<file path="config.mk">
export PLATFORM = sky130hd
export DESIGN_NAME = mult_digit_sched_flat
export DESIGN_NICKNAME = d
export VERILOG_FILES = /design/src/rtl/mult_digit_sched_pkg.sv /design/src/rtl/mult_digit_sched_if.sv /design/src/rtl/mult_digit_sched_mul2x2_core.sv /design/src/rtl/mult_digit_sched.sv /design/src/flat_wrapper.sv
export SDC_FILE = /design/constraint.sdc
export NUM_CORES = 1
export LEC_CHECK = 0
export BUFFER_PORTS_ARGS = -buffer_cell sky130_fd_sc_hd__buf_2
export CAP_MARGIN = 40
export CORE_ASPECT_RATIO = 1.1
export CORE_MARGIN = 2
export CORE_UTILIZATION = 62
export CTS_BUF_LIST = sky130_fd_sc_hd__clkbuf_4
export CTS_CLUSTER_DIAMETER = 30
export DETAILED_ROUTE_END_ITERATION = 8
export HOLD_SLACK_MARGIN = 0.1
export PLACE_DENSITY = 0.9
export SLEW_MARGIN = 30
export SYNTH_ARGS = -nofsm -noshare
export SYNTH_HDL_FRONTEND = slang
export SYNTH_SLANG_ARGS = --single-unit
</file>
<file path="constraint.sdc">
create_clock -name clk -period 8.6 [get_ports clk]
set_clock_uncertainty 0.05 [all_clocks]
set_input_delay 1.72 -clock clk [delete_from_list [all_inputs] [get_ports clk]]
set_output_delay 1.72 -clock clk [all_outputs]
set_load 0.05 [all_outputs]
</file>
<file path="src/rtl/mult_digit_sched_pkg.sv">
// Shared types and sizing helpers for the digit-serial multiplier scheduler.
// The core multiplies one 2-bit digit of each operand per cycle.
package mult_sched_pkg;

  typedef enum logic [1:0] {IDLE, RUN, DONE} state_e;

  localparam int DIGIT_W = 2;

  function automatic int num_digits(input int width);
    return width / DIGIT_W;
  endfunction

  function automatic int idx_width(input int width);
    int d;
    d = width / DIGIT_W;
    return (d <= 1) ? 1 : $clog2(d);
  endfunction

endpackage

</file>
<file path="src/rtl/mult_digit_sched_if.sv">
// Operand/result handshake bundle between a requesting datapath and the scheduler.
interface mult_digit_sched_if #(
  parameter int WIDTH = 8
);
  logic               in_valid;
  logic               in_ready;
  logic [WIDTH-1:0]   a;
  logic [WIDTH-1:0]   b;
  logic               out_valid;
  logic               out_ready;
  logic [2*WIDTH-1:0] p;
  logic               busy;

  modport master (
    output in_valid, a, b, out_ready,
    input  in_ready, out_valid, p, busy
  );

  modport slave (
    input  in_valid, a, b, out_ready,
    output in_ready, out_valid, p, busy
  );
endinterface

</file>
<file path="src/rtl/mult_digit_sched_mul2x2_core.sv">
// Combinational unsigned 2x2->4 multiplier; the slot where generated
// 2x2 architectures are dropped in.
module mul2x2_core
  import mult_sched_pkg::*;
(
  input  logic [DIGIT_W-1:0]   x_i,
  input  logic [DIGIT_W-1:0]   y_i,
  output logic [2*DIGIT_W-1:0] prod_o
);
  assign prod_o = {{DIGIT_W{1'b0}}, x_i} * {{DIGIT_W{1'b0}}, y_i};
endmodule

</file>
<file path="src/rtl/mult_digit_sched.sv">
// Digit-serial WIDTHxWIDTH unsigned multiplier: walks every digit pair (i, j)
// through one 2x2 core and accumulates the shifted partial products.
module mult_digit_sched
  import mult_sched_pkg::*;
#(
  parameter int WIDTH = 8
) (
  input  logic              clk,
  input  logic              rst,
  mult_digit_sched_if.slave bus
);
  localparam int D  = num_digits(WIDTH);
  localparam int IW = idx_width(WIDTH);
  localparam int PW = 2 * WIDTH;
  localparam logic [IW-1:0] LAST = IW'(D - 1);

  state_e               state_q, state_d;
  logic [IW-1:0]        i_q, i_d, j_q, j_d;
  logic [WIDTH-1:0]     a_q, b_q;
  logic [PW-1:0]        acc_q, acc_d;
  logic                 load;
  logic [DIGIT_W-1:0]   a_dig, b_dig;
  logic [2*DIGIT_W-1:0] pp;
  logic [IW:0]          dsum;
  logic [PW-1:0]        pp_sh;

  assign a_dig = a_q[{i_q, 1'b0} +: DIGIT_W];
  assign b_dig = b_q[{j_q, 1'b0} +: DIGIT_W];

  mul2x2_core u_core (
    .x_i    (a_dig),
    .y_i    (b_dig),
    .prod_o (pp)
  );

  // Digit pair (i, j) carries weight 4^(i+j), i.e. a shift of 2*(i+j).
  assign dsum  = {1'b0, i_q} + {1'b0, j_q};
  assign pp_sh = PW'(pp) << {dsum, 1'b0};

  always_comb begin
    state_d = state_q;
    i_d     = i_q;
    j_d     = j_q;
    acc_d   = acc_q;
    load    = 1'b0;
    unique case (state_q)
      IDLE: begin
        if (bus.in_valid) begin
          load    = 1'b1;
          acc_d   = '0;
          i_d     = '0;
          j_d     = '0;
          state_d = RUN;
        end
      end
      RUN: begin
        acc_d = acc_q + pp_sh;
        if (j_q == LAST) begin
          j_d = '0;
          if (i_q == LAST) begin
            i_d     = '0;
            state_d = DONE;
          end else begin
            i_d = i_q + 1'b1;
          end
        end else begin
          j_d = j_q + 1'b1;
        end
      end
      DONE: begin
        if (bus.out_ready) state_d = IDLE;
      end
      default: state_d = IDLE;
    endcase
  end

  always_ff @(posedge clk) begin
    if (rst) begin
      state_q <= IDLE;
      i_q     <= '0;
      j_q     <= '0;
      acc_q   <= '0;
    end else begin
      state_q <= state_d;
      i_q     <= i_d;
      j_q     <= j_d;
      acc_q   <= acc_d;
    end
  end

  // Operand registers are pure data and only need a load enable.
  always_ff @(posedge clk) begin
    if (load) begin
      a_q <= bus.a;
      b_q <= bus.b;
    end
  end

  assign bus.in_ready  = (state_q == IDLE);
  assign bus.out_valid = (state_q == DONE);
  assign bus.busy      = (state_q != IDLE);
  assign bus.p         = acc_q;

endmodule

</file>
<file path="src/flat_wrapper.sv">
// flat-port wrapper written by rule: the top's interface ports become plain ports
module mult_digit_sched_flat import mult_sched_pkg::*;
#(
  parameter int WIDTH = 8
)
  (clk, rst, bus_in_valid, bus_a, bus_b, bus_out_ready, bus_in_ready, bus_out_valid, bus_p, bus_busy);
  mult_digit_sched_if #(.WIDTH(WIDTH)) bus_i ();
  input  logic clk;
  input  logic rst;
  input wire logic [$bits(bus_i.in_valid)-1:0] bus_in_valid;
  input wire logic [$bits(bus_i.a)-1:0] bus_a;
  input wire logic [$bits(bus_i.b)-1:0] bus_b;
  input wire logic [$bits(bus_i.out_ready)-1:0] bus_out_ready;
  output wire logic [$bits(bus_i.in_ready)-1:0] bus_in_ready;
  output wire logic [$bits(bus_i.out_valid)-1:0] bus_out_valid;
  output wire logic [$bits(bus_i.p)-1:0] bus_p;
  output wire logic [$bits(bus_i.busy)-1:0] bus_busy;
  assign bus_i.in_valid = bus_in_valid;
  assign bus_i.a = bus_a;
  assign bus_i.b = bus_b;
  assign bus_i.out_ready = bus_out_ready;
  assign bus_in_ready = bus_i.in_ready;
  assign bus_out_valid = bus_i.out_valid;
  assign bus_p = bus_i.p;
  assign bus_busy = bus_i.busy;
  mult_digit_sched #(.WIDTH(WIDTH)) u_core (.clk(clk), .rst(rst), .bus(bus_i));
endmodule
</file>
Word-level counts from Yosys, hierarchy flattened
Index checks and enable logic that the tools add are counted.

Memories: 0. Input bits: 20. Register bits: 38. Word-level logic and storage cells: 43. ROM bits: 0. Bits in latches: 0. Output and inout bits: 19. Bits in writable memories: 0.

Add/sub/neg operators: 4. Mux-type cells: 15. Div/mod/pow operators: 0. Equality and inequality tests: 8. $mul: 1. Reductions and logical operators: 6. Shifts and indexed selects: 3. Bitwise logic cells: 0. Order comparisons: 0.

Operators by type and width (number): $pmux W16 S2 (1); $add A16 B16 Y16 (1); $mux W16 (1); $mux W2 (8); $shiftx A8 B4 Y2 (2); $shl A4 B4 Y16 (1); $pmux W2 S2 (2); $eq A2 B2 Y1 const B (3); $pmux W2 S3 (1); $add A2 B1 Y2 const B (2); $mul A2 B2 Y4 (1); $ne A2 B1 Y1 const B (2); $ne A2 B2 Y1 const B (2); $reduce_and A4 Y1 (1); $reduce_bool A2 Y1 (2); $add A2 B2 Y3 (1); $reduce_and A3 Y1 (1); $eq A2 B1 Y1 const B (1); $logic_not A2 Y1 (1); $mux W1 (2); $reduce_and A2 Y1 (1).

Logic depth before layout (Yosys ltp)
Depth in word-level cells: 5. Depth in mapped cells: 15. Mapped depth without buffers: 14.

Cells and area by module
A second synthesis with hierarchy kept.

Cell total of the unflattened synthesis: 260. Area, all modules: 2439.8 µm².

By module, submodules not included: mult_digit_sched (area each 2389.8 µm², cells an instance 254, times used 1); mul2x2_core (area each 50.0 µm², cells an instance 6, times used 1).

Worst setup path after synthesis
Ideal clock, no wire load.

Path type: register to register. Start: reg u_core.i_q[0]. End: reg u_core.acc_q[8], in the netlist u_core.bus.p[8]. Cell stages (with the launch flop): 15. Path buffers: 0. Library setup time: 0.117 ns. Setup slack: 4.909 ns. Data arrival time: 3.524 ns. Cells stage by stage: dfxtp_1 -> mux4_2 -> and2_1 -> ha_1 -> ha_1 -> nor2b_1 -> a31oi_1 -> nor2_1 -> ha_1 -> nor2b_1 -> o211ai_1 -> a21oi_2 -> o21a_1 -> or3_1 -> a32o_1.

Word-level cells in the longest chain between the ends: 5. Elaborated cells on any way between the ends: 6.

Ends and longest elaborated chain: start, declared (RTL line mult_digit_sched.sv:18) `logic [IW-1:0] i_q, i_d, j_q, j_d;`; start signal, assigned (RTL line mult_digit_sched.sv:85) `i_q <= i_d;`; $shiftx A8 B4 Y2 (RTL line mult_digit_sched.sv:27) `assign a_dig = a_q[{i_q, 1'b0} +: DIGIT_W];`; $mul A2 B2 Y4 (RTL line mult_digit_sched_mul2x2_core.sv:10) `assign prod_o = {{DIGIT_W{1'b0}}, x_i} * {{DIGIT_W{1'b0}}, y_i};`; $shl A4 B4 Y16 * (RTL line mult_digit_sched.sv:38) `assign pp_sh = PW'(pp) << {dsum, 1'b0};`; $add A16 B16 Y16 * (RTL line mult_digit_sched.sv:57) `acc_d = acc_q + pp_sh;`; $pmux W16 S2 * (RTL line mult_digit_sched.sv:46) `unique case (state_q)`; end signal, assigned (RTL line mult_digit_sched.sv:82) `acc_q <= '0;`; end signal, assigned (RTL line mult_digit_sched.sv:87) `acc_q <= acc_d;`; end, declared (RTL line mult_digit_sched.sv:20) `logic [PW-1:0] acc_q, acc_d;`.

Every way passes the cells marked *; elsewhere a longest branch is shown, timed or not. A chain may end at the register's enable or synchronous reset.

Worst setup path after layout
Start: reg u_core.j_q[0]. End: reg u_core.acc_q[8], in the netlist u_core.bus.p[8].

Word-level cells in the longest chain between the ends: 5. Elaborated cells on any way between the ends: 6.

Ends and longest elaborated chain: start, declared (RTL line mult_digit_sched.sv:18); start signal, assigned (RTL line mult_digit_sched.sv:86) `j_q <= j_d;`; $shiftx A8 B4 Y2 (RTL line mult_digit_sched.sv:28) `assign b_dig = b_q[{j_q, 1'b0} +: DIGIT_W];`; $mul A2 B2 Y4 (RTL line mult_digit_sched_mul2x2_core.sv:10); $shl A4 B4 Y16 * (RTL line mult_digit_sched.sv:38); $add A16 B16 Y16 * (RTL line mult_digit_sched.sv:57); $pmux W16 S2 * (RTL line mult_digit_sched.sv:46).

Marked as above.

==> impl_metrics.env <==
export IMPL_cts_tree="yes"
export IMPL_place_hpwl_mm=3.815
export IMPL_slew_violations=0
export IMPL_cts_resized=0
export IMPL_clkTransAtPathRegs_ps=120
export IMPL_fin_ws_ps=4546
export IMPL_dieWidth_microns=63.57
export IMPL_min_period_ps=4054
export IMPL_syn_avg_cell_area_sq_um=10.04
export IMPL_start_util=0.6569
export IMPL_drv_cap=0
export IMPL_root_buffer="clkbuf_4"
export IMPL_yosysMostFrequentCell="nor2_1"
export IMPL_regArea_sq_um=920.9
export IMPL_crit_path_frequent_cell="ha_1"
export IMPL_yosysTopAreaCell="edfxtp_1"
export IMPL_cp_start_kind="flop"
export IMPL_grt_pass1_wl_mm=8.562
export IMPL_drtPass1Iterations=5
export IMPL_required_ps=8810
export IMPL_multi_input_area_sq_um=1418
export IMPL_path_cells="mux4_2 -> and2_1 -> ha_1 -> ha_1 -> nor2b_1 -> a31oi_1 -> nor2_1 -> ha_1 -> nor2b_1 -> o211ai_1 -> a21oi_2 -> o21a_1 -> or3_1 -> a32o_1"
export IMPL_worst_slew_pin_slew_ps=700.0
export IMPL_post_place_ws_ps=4549
export IMPL_hold_path_class="reg2reg"
export IMPL_ys_top_cells_by_count="nor2_1 (28), dfxtp_1 (22), ha_1 (20), edfxtp_1 (16), nand2_1 (15)"
export IMPL_io_pins=39
export IMPL_synth_nets=283
export IMPL_synth_top_area_share=0.1986
export IMPL_yosysSeqAreaShare=0.3806
export IMPL_gr_total_overflow=0
export IMPL_first_iter_violations=110
export IMPL_clkLatencyLatePin_ps=350
export IMPL_ys_flop_type="dfxtp_1"
export IMPL_grt_use_total=0.2478
export IMPL_grt_max_degree=20
export IMPL_run_status="completed"
export IMPL_wirelength_mm=5.018
export IMPL_drive_gt1_frac=0.2313
export IMPL_diodes=0
export IMPL_fin_nets=322
export IMPL_cts_hold_buffers=0
export IMPL_place_congestion=0.9012
export IMPL_hold_viol=0
export IMPL_maxSlewHeadroom=0.5316
export IMPL_power_density_nw_per_um2=146.6
export IMPL_port_buffers=38
export IMPL_layout_cells_non_filler=331
export IMPL_post_drt_wl_per_cell_microns=15.16
export IMPL_tns_ps=0
export IMPL_max_stage_delay_ps=560
export IMPL_synthCells=241
export IMPL_p_leak_nw=1.213
export IMPL_cts_buffers=5
export IMPL_finalSetupViolCount=0
export IMPL_row_count=23
export IMPL_nFillCells=279
export IMPL_power_mw=0.4040
export IMPL_synth_area_leaders="edfxtp_1 (20%), dfxtp_1 (18%), ha_1 (10%), nor2_1 (4.3%), mux4_2 (3.7%)"
export IMPL_grt_pass1_vias=1969
export IMPL_dieArea_sq_um=4419
export IMPL_drc=0
export IMPL_cp_max_fo=6
export IMPL_rsz0062_at_grt="no"
export IMPL_ant_nets=0
export IMPL_coreArea_sq_um=3684
export IMPL_die_h_microns=69.53
export IMPL_cts_setup_buffers=0
export IMPL_async_reset_ff_frac=0
export IMPL_vias=1981
export IMPL_max_freq_mhz=246.6
export IMPL_crit_type="reg2reg"
export IMPL_fin_crit_sh=0.4714
export IMPL_synth_warnings=0
export IMPL_ir_worst_vdd_uv=148.6
export IMPL_crit_path_end_kind="flop"
export IMPL_cts_sinks=38
export IMPL_mappedNetlistArea_sq_um=2420
export IMPL_critPathSlowestCell="mux4_2"
export IMPL_antenna_found_initial=0
export IMPL_holdWs_ps=446.5
export IMPL_dp_cells=321
export IMPL_ys_seq_elements=38
export IMPL_viasPerCell=5.985
export IMPL_synth_edf_count=16
export IMPL_ys_types=56
export IMPL_cts_htree_levels=2
export IMPL_areaGrowthSynthToFinish_pct=13.86
export IMPL_cts_max_path_buffers=2
export IMPL_cp_arrival_ps=4260
==> flip-flops by register name, summed over array words and instances (netlist names) <==
register	cells
u_core.j_q	2
u_core.bus.p	16
u_core.i_q	2
u_core.b_q	8
u_core.a_q	8
u_core.state_q	2
==> layout make-up <==
cell class	count	area share
well taps	50	0.02271
clock buffers	5	0.01362
inverters	11	0.01499
flip-flops and latches	38	0.3342
multi-input cells	184	0.5145
repair buffers	40	0.07493
clock inverters	3	0.02498
==> final timing paths <==
check,startpoint,to,slack (ps),cells after the start
max,u_core.j_q[0],u_core.bus.p[8],4550,14
min,u_core.bus.p[2],u_core.bus.p[2],450,2
max reg2reg,u_core.j_q[0],u_core.bus.p[8],4550,14
min reg2reg,u_core.bus.p[2],u_core.bus.p[2],450,2
==> metal layers <==
metal	GRT usage	vias up	share of wire	wire length [microns]
met3	0.04708	10	0.041	207
met4	0.09179	0	0.019	95
met5	0	-	0	0
met2	0.4491	61	0.53	2664
met1	0.2863	928	0.41	2051
li1	-	982	-	-
==> where the power goes <==
part           leakage (nW)  internal (mW)  switching (mW)  total, mW
Clock                0.0554         0.0909          0.0641      0.155
Sequential            0.330          0.195         0.00370      0.198
Combinational         0.828         0.0191          0.0315     0.0505
==> layout by cell type, fill, tap and decap left out, types with 2 or more instances in the layout <==
cell / n
buf_2: 39
nor2_1: 28
dfxtp_1: 22
ha_1: 20
edfxtp_1: 16
nand2_1: 15
a21oi_1: 12
inv_1: 11
xnor2_1: 8
nor2b_1: 7
nand2b_1: 6
a21o_1: 6
a22o_1: 6
a31oi_1: 5
nor3_1: 5
and2_1: 5
clkbuf_4: 5
mux4_2: 4
a22oi_1: 4
o21ai_0: 4
a32oi_1: 3
o211ai_1: 3
nand3b_1: 2
o22ai_1: 2
a21oi_2: 2
o21ai_2: 2
nand3_1: 2
a211oi_1: 2
a32o_1: 2
xor2_1: 2
o21a_1: 2
fa_1: 2
bufinv_16: 2
==> per-stage QoR <==
step,instance area [sq um],util
after floorplan,2420,-
after global placement,2633,0.7147
after detailed placement,2633,0.7147
after CTS,2739,0.7435
after global routing,2755,0.7480
final,2755,0.7480
==> kinds of logic (layout without fill, tap and decap cells) <==
group,count (synthesis),after routing,share of synthesized area
adders and majority gates,22,22,0.1200
AOI/OAI and AO/OA,69,69,0.2213
xor gates and xnor gates,10,10,0.03620
and+or+nand+nor,78,78,0.1670
buffers and inverters,19,59,0.03361
DFF,38,38,0.3806
muxes,5,5,0.04137
==> worst max-delay path: cells and delay by family (launching register included) <==
family | cells | cell delay (ps)
multiplexers | 1 | 560
flip-flops | 1 | 520
AND/OR/NAND/NOR | 5 | 870
adder cells (fa/ha/maj) | 3 | 830
AO/OA/AOI/OAI | 5 | 1130
No activity file was read; power rests on OpenSTA's default activity.
